## src/rtl/fetch_sequencer_if.sv

```systemverilog
// Bundle of the fetch sequencer's control, memory and decoder signals.
// The slave modport is the sequencer side; master is the environment side.
interface fetch_sequencer_if #(
    parameter int CNT_W = 32
);
    // Control
    logic             start;
    logic [63:0]      entry_pc;
    logic             redirect;
    logic [63:0]      redirect_pc;

    // Memory request / response.
    // A request transfers on a cycle where req_valid and req_ready are both
    // high; req_valid/req_addr stay put until that happens. Exactly one
    // response (resp_valid pulse) comes back per transferred request, in order,
    // never in the transfer cycle itself.
    logic             req_valid;
    logic [63:0]      req_addr;
    logic             req_ready;
    logic             resp_valid;
    logic [63:0]      resp_data;

    // Decoder side: same valid/ready transfer rule as the request channel.
    logic             inst_valid;
    logic [31:0]      inst;
    logic [63:0]      inst_pc;
    logic             inst_ready;

    // Status
    logic             busy;
    logic             halted;
    logic [CNT_W-1:0] inst_count;

    modport slave (
        input  start, entry_pc, redirect, redirect_pc,
        input  req_ready, resp_valid, resp_data, inst_ready,
        output req_valid, req_addr, inst_valid, inst, inst_pc,
        output busy, halted, inst_count
    );

    modport master (
        output start, entry_pc, redirect, redirect_pc,
        output req_ready, resp_valid, resp_data, inst_ready,
        input  req_valid, req_addr, inst_valid, inst, inst_pc,
        input  busy, halted, inst_count
    );
endinterface

```

## src/rtl/fetch_sequencer.sv

```systemverilog
// Instruction fetch sequencer: fetches 64-bit memory words, hands out the two
// 32-bit instructions they contain, follows redirects, and halts on a zero
// instruction. o_state exposes the FSM state for observation.
module fetch_sequencer #(
    parameter logic [63:0] RESET_PC = 64'h0,
    parameter int          CNT_W    = 32
) (
    input  logic               clk,
    input  logic               reset,
    fetch_sequencer_if.slave   bus,
    output logic [2:0]         o_state
);

    typedef enum logic [2:0] {
        S_IDLE     = 3'd0,
        S_REQ      = 3'd1,
        S_WAIT     = 3'd2,
        S_ISSUE_LO = 3'd3,
        S_ISSUE_HI = 3'd4,
        S_DRAIN    = 3'd5,
        S_HALT     = 3'd6
    } state_t;

    state_t           r_state;
    state_t           w_state_nxt;
    logic [63:0]      r_pc;
    logic [63:0]      w_pc_nxt;
    logic [63:0]      r_buf;
    logic [63:0]      w_buf_nxt;
    logic [CNT_W-1:0] r_count;
    logic [CNT_W-1:0] w_count_nxt;
    logic             r_halted;
    logic             w_halted_nxt;
    logic [31:0]      w_inst;
    logic [63:0]      w_entry_pc;
    logic [63:0]      w_redirect_pc;

    // Word-aligned versions of the incoming PCs (low two bits forced to zero)
    assign w_entry_pc    = bus.entry_pc    & ~64'h3;
    assign w_redirect_pc = bus.redirect_pc & ~64'h3;

    // State register: FSM state plus all datapath registers
    always_ff @(posedge clk or posedge reset) begin
        if (reset) begin
            r_state  <= S_IDLE;
            r_pc     <= RESET_PC;
            r_buf    <= 64'h0;
            r_count  <= '0;
            r_halted <= 1'b0;
        end else begin
            r_state  <= w_state_nxt;
            r_pc     <= w_pc_nxt;
            r_buf    <= w_buf_nxt;
            r_count  <= w_count_nxt;
            r_halted <= w_halted_nxt;
        end
    end

    // Next-state logic; redirect wins over a same-cycle request or
    // instruction transfer, but a transferred instruction is still counted
    always_comb begin
        w_state_nxt  = r_state;
        w_pc_nxt     = r_pc;
        w_buf_nxt    = r_buf;
        w_count_nxt  = r_count;
        w_halted_nxt = r_halted;
        case (r_state)
            S_IDLE, S_HALT: begin
                if (bus.start) begin
                    w_state_nxt  = S_REQ;
                    w_pc_nxt     = w_entry_pc;
                    w_count_nxt  = '0;
                    w_halted_nxt = 1'b0;
                end
            end
            S_REQ: begin
                if (bus.redirect) begin
                    w_pc_nxt = w_redirect_pc;
                    // A request that transferred this cycle still owes a response
                    w_state_nxt = bus.req_ready ? S_DRAIN : S_REQ;
                end else if (bus.req_ready) begin
                    w_state_nxt = S_WAIT;
                end
            end
            S_WAIT: begin
                if (bus.redirect) begin
                    w_pc_nxt    = w_redirect_pc;
                    w_state_nxt = bus.resp_valid ? S_REQ : S_DRAIN;
                end else if (bus.resp_valid) begin
                    w_buf_nxt   = bus.resp_data;
                    w_state_nxt = r_pc[2] ? S_ISSUE_HI : S_ISSUE_LO;
                end
            end
            S_ISSUE_LO, S_ISSUE_HI: begin
                if (bus.inst_ready) begin
                    w_count_nxt = r_count + CNT_W'(1);
                end
                if (bus.redirect) begin
                    w_pc_nxt    = w_redirect_pc;
                    w_state_nxt = S_REQ;
                end else if (bus.inst_ready) begin
                    if (w_inst == 32'h0) begin
                        w_state_nxt  = S_HALT;
                        w_halted_nxt = 1'b1;
                    end else begin
                        w_pc_nxt    = r_pc + 64'd4;
                        w_state_nxt = (r_state == S_ISSUE_LO) ? S_ISSUE_HI : S_REQ;
                    end
                end
            end
            S_DRAIN: begin
                if (bus.redirect) begin
                    w_pc_nxt = w_redirect_pc;
                end
                if (bus.resp_valid) begin
                    w_state_nxt = S_REQ;
                end
            end
            default: begin
                w_state_nxt = S_IDLE;
            end
        endcase
    end

    // Outputs decoded from the registered state only
    always_comb begin
        w_inst = 32'h0;
        if (r_state == S_ISSUE_LO) begin
            w_inst = r_buf[31:0];
        end else if (r_state == S_ISSUE_HI) begin
            w_inst = r_buf[63:32];
        end
        bus.req_valid  = (r_state == S_REQ);
        bus.req_addr   = (r_state == S_REQ) ? (r_pc & ~64'h7) : 64'h0;
        bus.inst_valid = (r_state == S_ISSUE_LO) || (r_state == S_ISSUE_HI);
        bus.inst       = w_inst;
        bus.inst_pc    = r_pc;
        bus.busy       = (r_state != S_IDLE) && (r_state != S_HALT);
        bus.halted     = r_halted;
        bus.inst_count = r_count;
        o_state        = r_state;
    end

endmodule

```

## src/flat_wrapper.sv

```systemverilog
// flat-port wrapper written by rule: the top's interface ports become plain ports
module fetch_sequencer_flat 
#(
    parameter logic [63:0] RESET_PC = 64'h0,
    parameter int          CNT_W    = 32
)
  (clk, reset, o_state, bus_start, bus_entry_pc, bus_redirect, bus_redirect_pc, bus_req_ready, bus_resp_valid, bus_resp_data, bus_inst_ready, bus_req_valid, bus_req_addr, bus_inst_valid, bus_inst, bus_inst_pc, bus_busy, bus_halted, bus_inst_count);
  fetch_sequencer_if #(.CNT_W(CNT_W)) bus_i ();
  input  logic clk;
  input  logic reset;
  output logic [2:0] o_state;
  input wire logic [$bits(bus_i.start)-1:0] bus_start;
  input wire logic [$bits(bus_i.entry_pc)-1:0] bus_entry_pc;
  input wire logic [$bits(bus_i.redirect)-1:0] bus_redirect;
  input wire logic [$bits(bus_i.redirect_pc)-1:0] bus_redirect_pc;
  input wire logic [$bits(bus_i.req_ready)-1:0] bus_req_ready;
  input wire logic [$bits(bus_i.resp_valid)-1:0] bus_resp_valid;
  input wire logic [$bits(bus_i.resp_data)-1:0] bus_resp_data;
  input wire logic [$bits(bus_i.inst_ready)-1:0] bus_inst_ready;
  output wire logic [$bits(bus_i.req_valid)-1:0] bus_req_valid;
  output wire logic [$bits(bus_i.req_addr)-1:0] bus_req_addr;
  output wire logic [$bits(bus_i.inst_valid)-1:0] bus_inst_valid;
  output wire logic [$bits(bus_i.inst)-1:0] bus_inst;
  output wire logic [$bits(bus_i.inst_pc)-1:0] bus_inst_pc;
  output wire logic [$bits(bus_i.busy)-1:0] bus_busy;
  output wire logic [$bits(bus_i.halted)-1:0] bus_halted;
  output wire logic [$bits(bus_i.inst_count)-1:0] bus_inst_count;
  assign bus_i.start = bus_start;
  assign bus_i.entry_pc = bus_entry_pc;
  assign bus_i.redirect = bus_redirect;
  assign bus_i.redirect_pc = bus_redirect_pc;
  assign bus_i.req_ready = bus_req_ready;
  assign bus_i.resp_valid = bus_resp_valid;
  assign bus_i.resp_data = bus_resp_data;
  assign bus_i.inst_ready = bus_inst_ready;
  assign bus_req_valid = bus_i.req_valid;
  assign bus_req_addr = bus_i.req_addr;
  assign bus_inst_valid = bus_i.inst_valid;
  assign bus_inst = bus_i.inst;
  assign bus_inst_pc = bus_i.inst_pc;
  assign bus_busy = bus_i.busy;
  assign bus_halted = bus_i.halted;
  assign bus_inst_count = bus_i.inst_count;
  fetch_sequencer #(.RESET_PC(RESET_PC), .CNT_W(CNT_W)) u_core (.clk(clk), .reset(reset), .bus(bus_i), .o_state(o_state));
endmodule
```

## config.mk

```make
export PLATFORM = sky130hd
export DESIGN_NAME = fetch_sequencer_flat
export DESIGN_NICKNAME = d
export VERILOG_FILES = /design/src/rtl/fetch_sequencer_if.sv /design/src/rtl/fetch_sequencer.sv /design/src/flat_wrapper.sv
export SDC_FILE = /design/constraint.sdc
export NUM_CORES = 1
export LEC_CHECK = 0
export ABC_AREA = 1
export BUFFER_PORTS_ARGS = -buffer_cell sky130_fd_sc_hd__buf_2
export CAP_MARGIN = 20
export CORE_ASPECT_RATIO = 0.8
export CORE_MARGIN = 2
export CORE_UTILIZATION = 30
export DETAILED_ROUTE_END_ITERATION = 12
export GPL_TIMING_DRIVEN = 1
export PLACE_DENSITY_LB_ADDON = 0.15
export SYNTH_ARGS = -nofsm -noshare
export SYNTH_HDL_FRONTEND = slang
export SYNTH_SLANG_ARGS = --single-unit
```

## constraint.sdc

```tcl
create_clock -name clk -period 9.1 [get_ports clk]
set_clock_uncertainty 0.2 [all_clocks]
set_input_delay 0.91 -clock clk [delete_from_list [all_inputs] [get_ports clk]]
set_output_delay 0.91 -clock clk [all_outputs]
set_load 0.01 [all_outputs]
```

Word-level counts from Yosys, hierarchy flattened
Cells that the tools add are included.
{"block": "totals", "word_cells": 71, "register_bits": 164, "in_bits": 199}
{"block": "op_classes", "eq_ne": 17, "n_reduce_logical": 15, "bitwise": 1, "n_addsub": 2, "n_mux": 31}
{"operator": "64-bit two-way mux", "n": 6}
{"operator": "64-bit one-hot mux with 3 select lines", "n": 1}
{"operator": "32-bit two-way mux", "n": 4}
{"operator": "64-bit by 3-bit adder with 64-bit output, second input constant", "n": 1}
{"operator": "32-bit one-hot mux with 2 select lines", "n": 1}
{"operator": "3-bit two-way mux", "n": 13}
{"operator": "32-bit by 1-bit adder with 32-bit output, second input constant", "n": 1}
{"operator": "32-bit logical NOT", "n": 1}
{"operator": "3-bit != test, second input constant", "n": 5}
{"operator": "3-bit one-hot mux with 5 select lines", "n": 1}
{"operator": "5-bit AND reduction", "n": 3}
{"operator": "3-bit equality test, second input constant", "n": 3}
{"operator": "2-bit != test, second input constant", "n": 4}
{"operator": "3-bit by 2-bit equality test with 1-bit output, second input constant", "n": 2}
{"operator": "3-bit AND reduction", "n": 2}
{"operator": "3-bit nonzero test", "n": 2}
{"operator": "1-bit two-way mux", "n": 4}
{"operator": "2-bit by 1-bit != test with 1-bit output, second input constant", "n": 2}
{"operator": "2-bit OR reduction", "n": 2}
{"operator": "3-bit by 1-bit equality test with 1-bit output, second input constant", "n": 1}
{"operator": "3-bit logical NOT", "n": 1}
{"operator": "3-bit OR reduction", "n": 1}
{"operator": "1-bit one-hot mux with 2 select lines", "n": 1}
{"operator": "2-bit nonzero test", "n": 1}
{"operator": "other kinds (3)", "n": 3}

Depth between registers and ports, before layout
{"block": "depth", "depth_word": 8, "mapped_depth": 17, "ltp_nobuf": 14}

Least setup slack after synthesis
Ideal clock, no wire load.
{"block": "synth_timing", "path_type": "reg2out", "startpoint": "register u_core.r_state[2] (netlist: u_core.o_state[2])", "endpoint": "output bus_req_addr[10]", "stages_incl_launch_ff": 7, "n_path_buf": 3, "path_slack_ps": 6635, "arrival_time_ps": 1355, "path_cell_list": "dfrtp_1 -> buf_4 -> inv_2 -> buf_6 -> nand3_1 -> clkbuf_1 -> nor2_1"}
{"block": "synth_via", "elab_chain_len": 2}
{"item": "start: declaration", "line": "fetch_sequencer.sv:24", "source": "state_t r_state;"}
{"item": "start signal: assignment", "line": "fetch_sequencer.sv:51", "source": "r_state <= w_state_nxt;"}
{"item": "3-bit by 1-bit equality test with 1-bit output", "line": "fetch_sequencer.sv:134", "source": "bus.req_addr = (r_state == S_REQ) ? (r_pc & ~64'h7) : 64'h0;"}
{"item": "64-bit two-way mux", "line": "fetch_sequencer.sv:134"}
{"item": "end: declaration", "line": "flat_wrapper.sv:21", "source": "output wire logic [$bits(bus_i.req_addr)-1:0] bus_req_addr;"}
Every way passes these cells.

Worst setup path after layout
{"block": "layout_timing", "startpoint": "register u_core.r_state[0] (netlist: u_core.o_state[0])", "endpoint": "register u_core.r_pc[23] (netlist: u_core.bus.inst_pc[23])"}
{"block": "layout_via", "elab_chain_len": 6}
{"item": "3-bit equality test", "line": "fetch_sequencer.sv:67, fetch_sequencer.sv:130"}
{"item": "32-bit two-way mux", "line": "fetch_sequencer.sv:130", "source": "end else if (r_state == S_ISSUE_HI) begin"}
{"item": "32-bit two-way mux", "line": "fetch_sequencer.sv:128", "source": "if (r_state == S_ISSUE_LO) begin"}
{"item": "32-bit logical NOT", "line": "fetch_sequencer.sv:102", "source": "if (w_inst == 32'h0) begin"}
{"item": "3-bit != test (no source line)"}
{"item": "5-bit AND reduction (no source line)"}
{"item": "end signal: assignment", "line": "fetch_sequencer.sv:52", "source": "r_pc <= w_pc_nxt;"}
{"item": "end: declaration", "line": "fetch_sequencer.sv:26", "source": "logic [63:0] r_pc;"}
Parallel ways exist; a longest one is shown, timed or not.
A chain may end at the register's enable or synchronous reset.

==> results.json <==
{
  "cts_buffers": 17,
  "start_kind": "flip-flop",
  "power_frac_seq": 0.301,
  "synthXorXnorAreaFrac": 0.00486,
  "switching_share": 0.510,
  "p_int_uw": 2190,
  "cellLeakagePower_uw": 0.00699,
  "ys_top_cells_by_area": "dfrtp_1 38%, nand2_1 16%, nor2_1 9.1%",
  "p_sw_uw": 2280,
  "synth_seq_cells": 162,
  "hold_buffers": 0,
  "synth-simple-area-share": 0.353,
  "grt_overflow": 0,
  "ir_drop_v": 0.000233,
  "synthAdderAreaFrac": 0.00232,
  "mostFrequentLayoutCell": "nand2_1",
  "r2r-start": "u_core.o_state[0]",
  "fin_total_pwr_uw": 4470,
  "ys_async_sr_fraction": 1.00,
  "min_period_ns": 4.03,
  "track_usage": 0.235,
  "numPortBuffers": 388,
  "synth_cell_types": 44,
  "antenna_found_initial": 12,
  "dieWidth_um": 216,
  "worst_path_largest_cell_delay_ns": 0.63,
  "r2r_slack_ns": 5.07,
  "yosys.area.top_type": "dfrtp_1",
  "rr_worst_depth": 13,
  "syn2layout_area_growth_pct": 26.9,
  "tns_ns": 0,
  "fp-row-count": 62,
  "maxSlewHeadroom": 0.376,
  "critPathMaxFanout": 64,
  "core-area_um2": 35700,
  "grt_pass1_vias": 11228,
  "powerDensity_nw_per_um2": 326,
  "drv_slew": 0,
  "netlist_area_um2": 10800,
  "final_cell_mix": "455 x nand2_1, 388 x buf_2, 262 x nor2_1",
  "hold_viol_final": 0,
  "synth_top_area_frac": 0.375,
  "cts_setup_buffers": 0,
  "setup_viol": 0,
  "worst_pin_slew_ns": 0.936,
  "critPathBufInv": 4,
  "cts.sinks": 162,
  "finish.net_count": 2146,
  "required_ns": 9.25,
  "p_clk_frac": 0.171,
  "crit_slowest_cell": "nor2_2",
  "synth_compound_area_frac": 0.114,
  "routed_wl_mm": 44.6,
  "r2r-end": "u_core.bus.inst_pc[23]",
  "ios": 398,
  "synthCells": 1591,
  "placed_area_um2": 13100,
  "crit_family": "simple AND/OR/NAND/NOR gates",
  "path_class": "reg2reg",
  "crit_arrival_ns": 4.18,
  "drtAntennaViolNets": 0,
  "drive_above_1_share": 0.266,
  "worstSetupStartpoint": "u_core.o_state[0]",
  "crit_chain": "nor2_2, buf_4, nand2_1, nand2_4, nand2_1, buf_4, inv_2, nand2_2, nand2_4, buf_4, nor2_1, nand2_1, nand2_1",
  "synth-seq-area-share": 0.375,
  "die_area_um2": 37600,
  "cts_resized": 0,
  "cts-root-buf": "clkbuf_16",
  "post-route-period-util": 0.443,
  "design_area_um2": 13700,
  "clk_pin_slew_ns": 0.08,
  "maxCapViolCount": 0,
  "rsz0062_at_grt": "no",
  "crit_top_cell": "nand2_1",
  "first_iter_violations": 1044,
  "first_pass_iters": 5,
  "wire_per_inst_um": 18.2,
  "synth_flop_cell": "dfrtp_1",
  "start_util": 0.303,
  "syn_avg_cell_area_um2": 6.79,
  "place.gp.congestion": 0.899,
  "clk_latency_ns": 0.46,
  "htree_num_levels": 4,
  "hpwl_mm": 32.8,
  "cts_buffer_depth": 2,
  "critPathCaptureType": "flip-flop",
  "status": "complete, no violations",
  "grt_max_degree": 102,
  "fp.dieH_um": 174,
  "vias_per_cell": 4.99,
  "synth_top_family_by_area": "simple AND/OR/NAND/NOR gates",
  "drc_errors": 0,
  "synth_edf_count": 0,
  "synth_mux_area_frac": 0.0667,
  "vias": 12188,
  "power_frac_comb": 0.528,
  "hold_path_class": "in2async",
  "grt_pass1_wl_mm": 67.5,
  "clock.fmax_ghz": 0.248,
  "synth_warnings": 0,
  "cts_tree": "done"
}
==> worst max-delay path by stage <==
stage,slack [ns],end,depth (start not counted)
global route,4.65,u_core.bus.inst_pc[42],13
detailed placement,5.05,u_core.bus.inst_pc[50],13
global placement,5.07,u_core.bus.inst_pc[30],13
floorplan,3.61,u_core.bus.halted,1
CTS,5.04,u_core.bus.inst_pc[30],13
finish,5.07,u_core.bus.inst_pc[23],13
==> cells in the mapped netlist, types with 3 or more instances <==
library cell  count
buf_6            10
clkbuf_1         18
nor3b_1           3
mux2_2           64
nor2_1          262
o31ai_1           7
a21oi_1          80
nand3_1         115
dfrtp_1         162
buf_4            12
inv_1           122
nor4_1            5
nand3b_1          4
o21ai_1          37
buf_2            28
nand4_1          30
xor2_1            6
nor3_1           27
o21ai_0         101
inv_2             8
nand2_1         457
nor2_2            4
a31oi_1           3
==> area by class of cell <==
cell class / count / area (µm²)
Tap cell: 480 / 601
Antenna cell: 6 / 15.0
Inverter: 130 / 493
Multi-Input combinational cell: 1233 / 5880
Clock buffer: 17 / 425
Timing Repair Buffer: 401 / 2060
Sequential cell: 162 / 4050
Clock inverter: 15 / 185
Fill cell: 3950 / 22000
==> kinds of logic after synthesis <==
family,after synthesis
AOI/OAI and AO/OA,237
xor gates and xnor gates,6
adders and majority gates,2
buffers and inverters,200
DFF,162
muxes,64
other,1
and+or+nand+nor,919
==> power by group through the flow <==
| stage | combinational [µW] | clock (µW) | sequential, µW |
|---|---|---|---|
| after global routing | 2660 | 816 | 1400 |
| after detailed placement | 2380 | 0 | 1350 |
| after floorplan | 1570 | 0 | 1310 |
| final | 2360 | 763 | 1350 |
| after CTS | 2390 | 786 | 1340 |
| after global placement | 2370 | 0 | 1350 |
==> metal layers <==
layer / vias up / track usage / wire length [µm]
li1: 5899 / - / -
met3: 68 / 0.0553 / 3780
met5: - / 0 / 61
met4: 10 / 0.0788 / 1050
met2: 503 / 0.333 / 18800
met1: 5708 / 0.347 / 20900
==> registers in the layout (all words and copies together) (netlist names) <==
register and flops:
u_core.r_buf 64, u_core.bus.inst_pc 62, u_core.bus.inst_count 32, u_core.o_state 3, u_core.bus.halted 1
==> metrics by stage <==
| stage | utilization | setup WS [ns] | instances | hold WS, ns |
|---|---|---|---|---|
| after floorplan | - | 3.61 | 1595 | 0.280 |
| after global placement | 0.366 | 5.07 | 2405 | 0.267 |
| after detailed placement | 0.366 | 5.05 | 2405 | 0.287 |
| after CTS | 0.383 | 5.04 | 2437 | 0.311 |
| after global routing | 0.384 | 4.65 | 2442 | 0.165 |
| final | 0.384 | 5.07 | 2444 | 0.170 |
(Power assumes the default switching activity.)
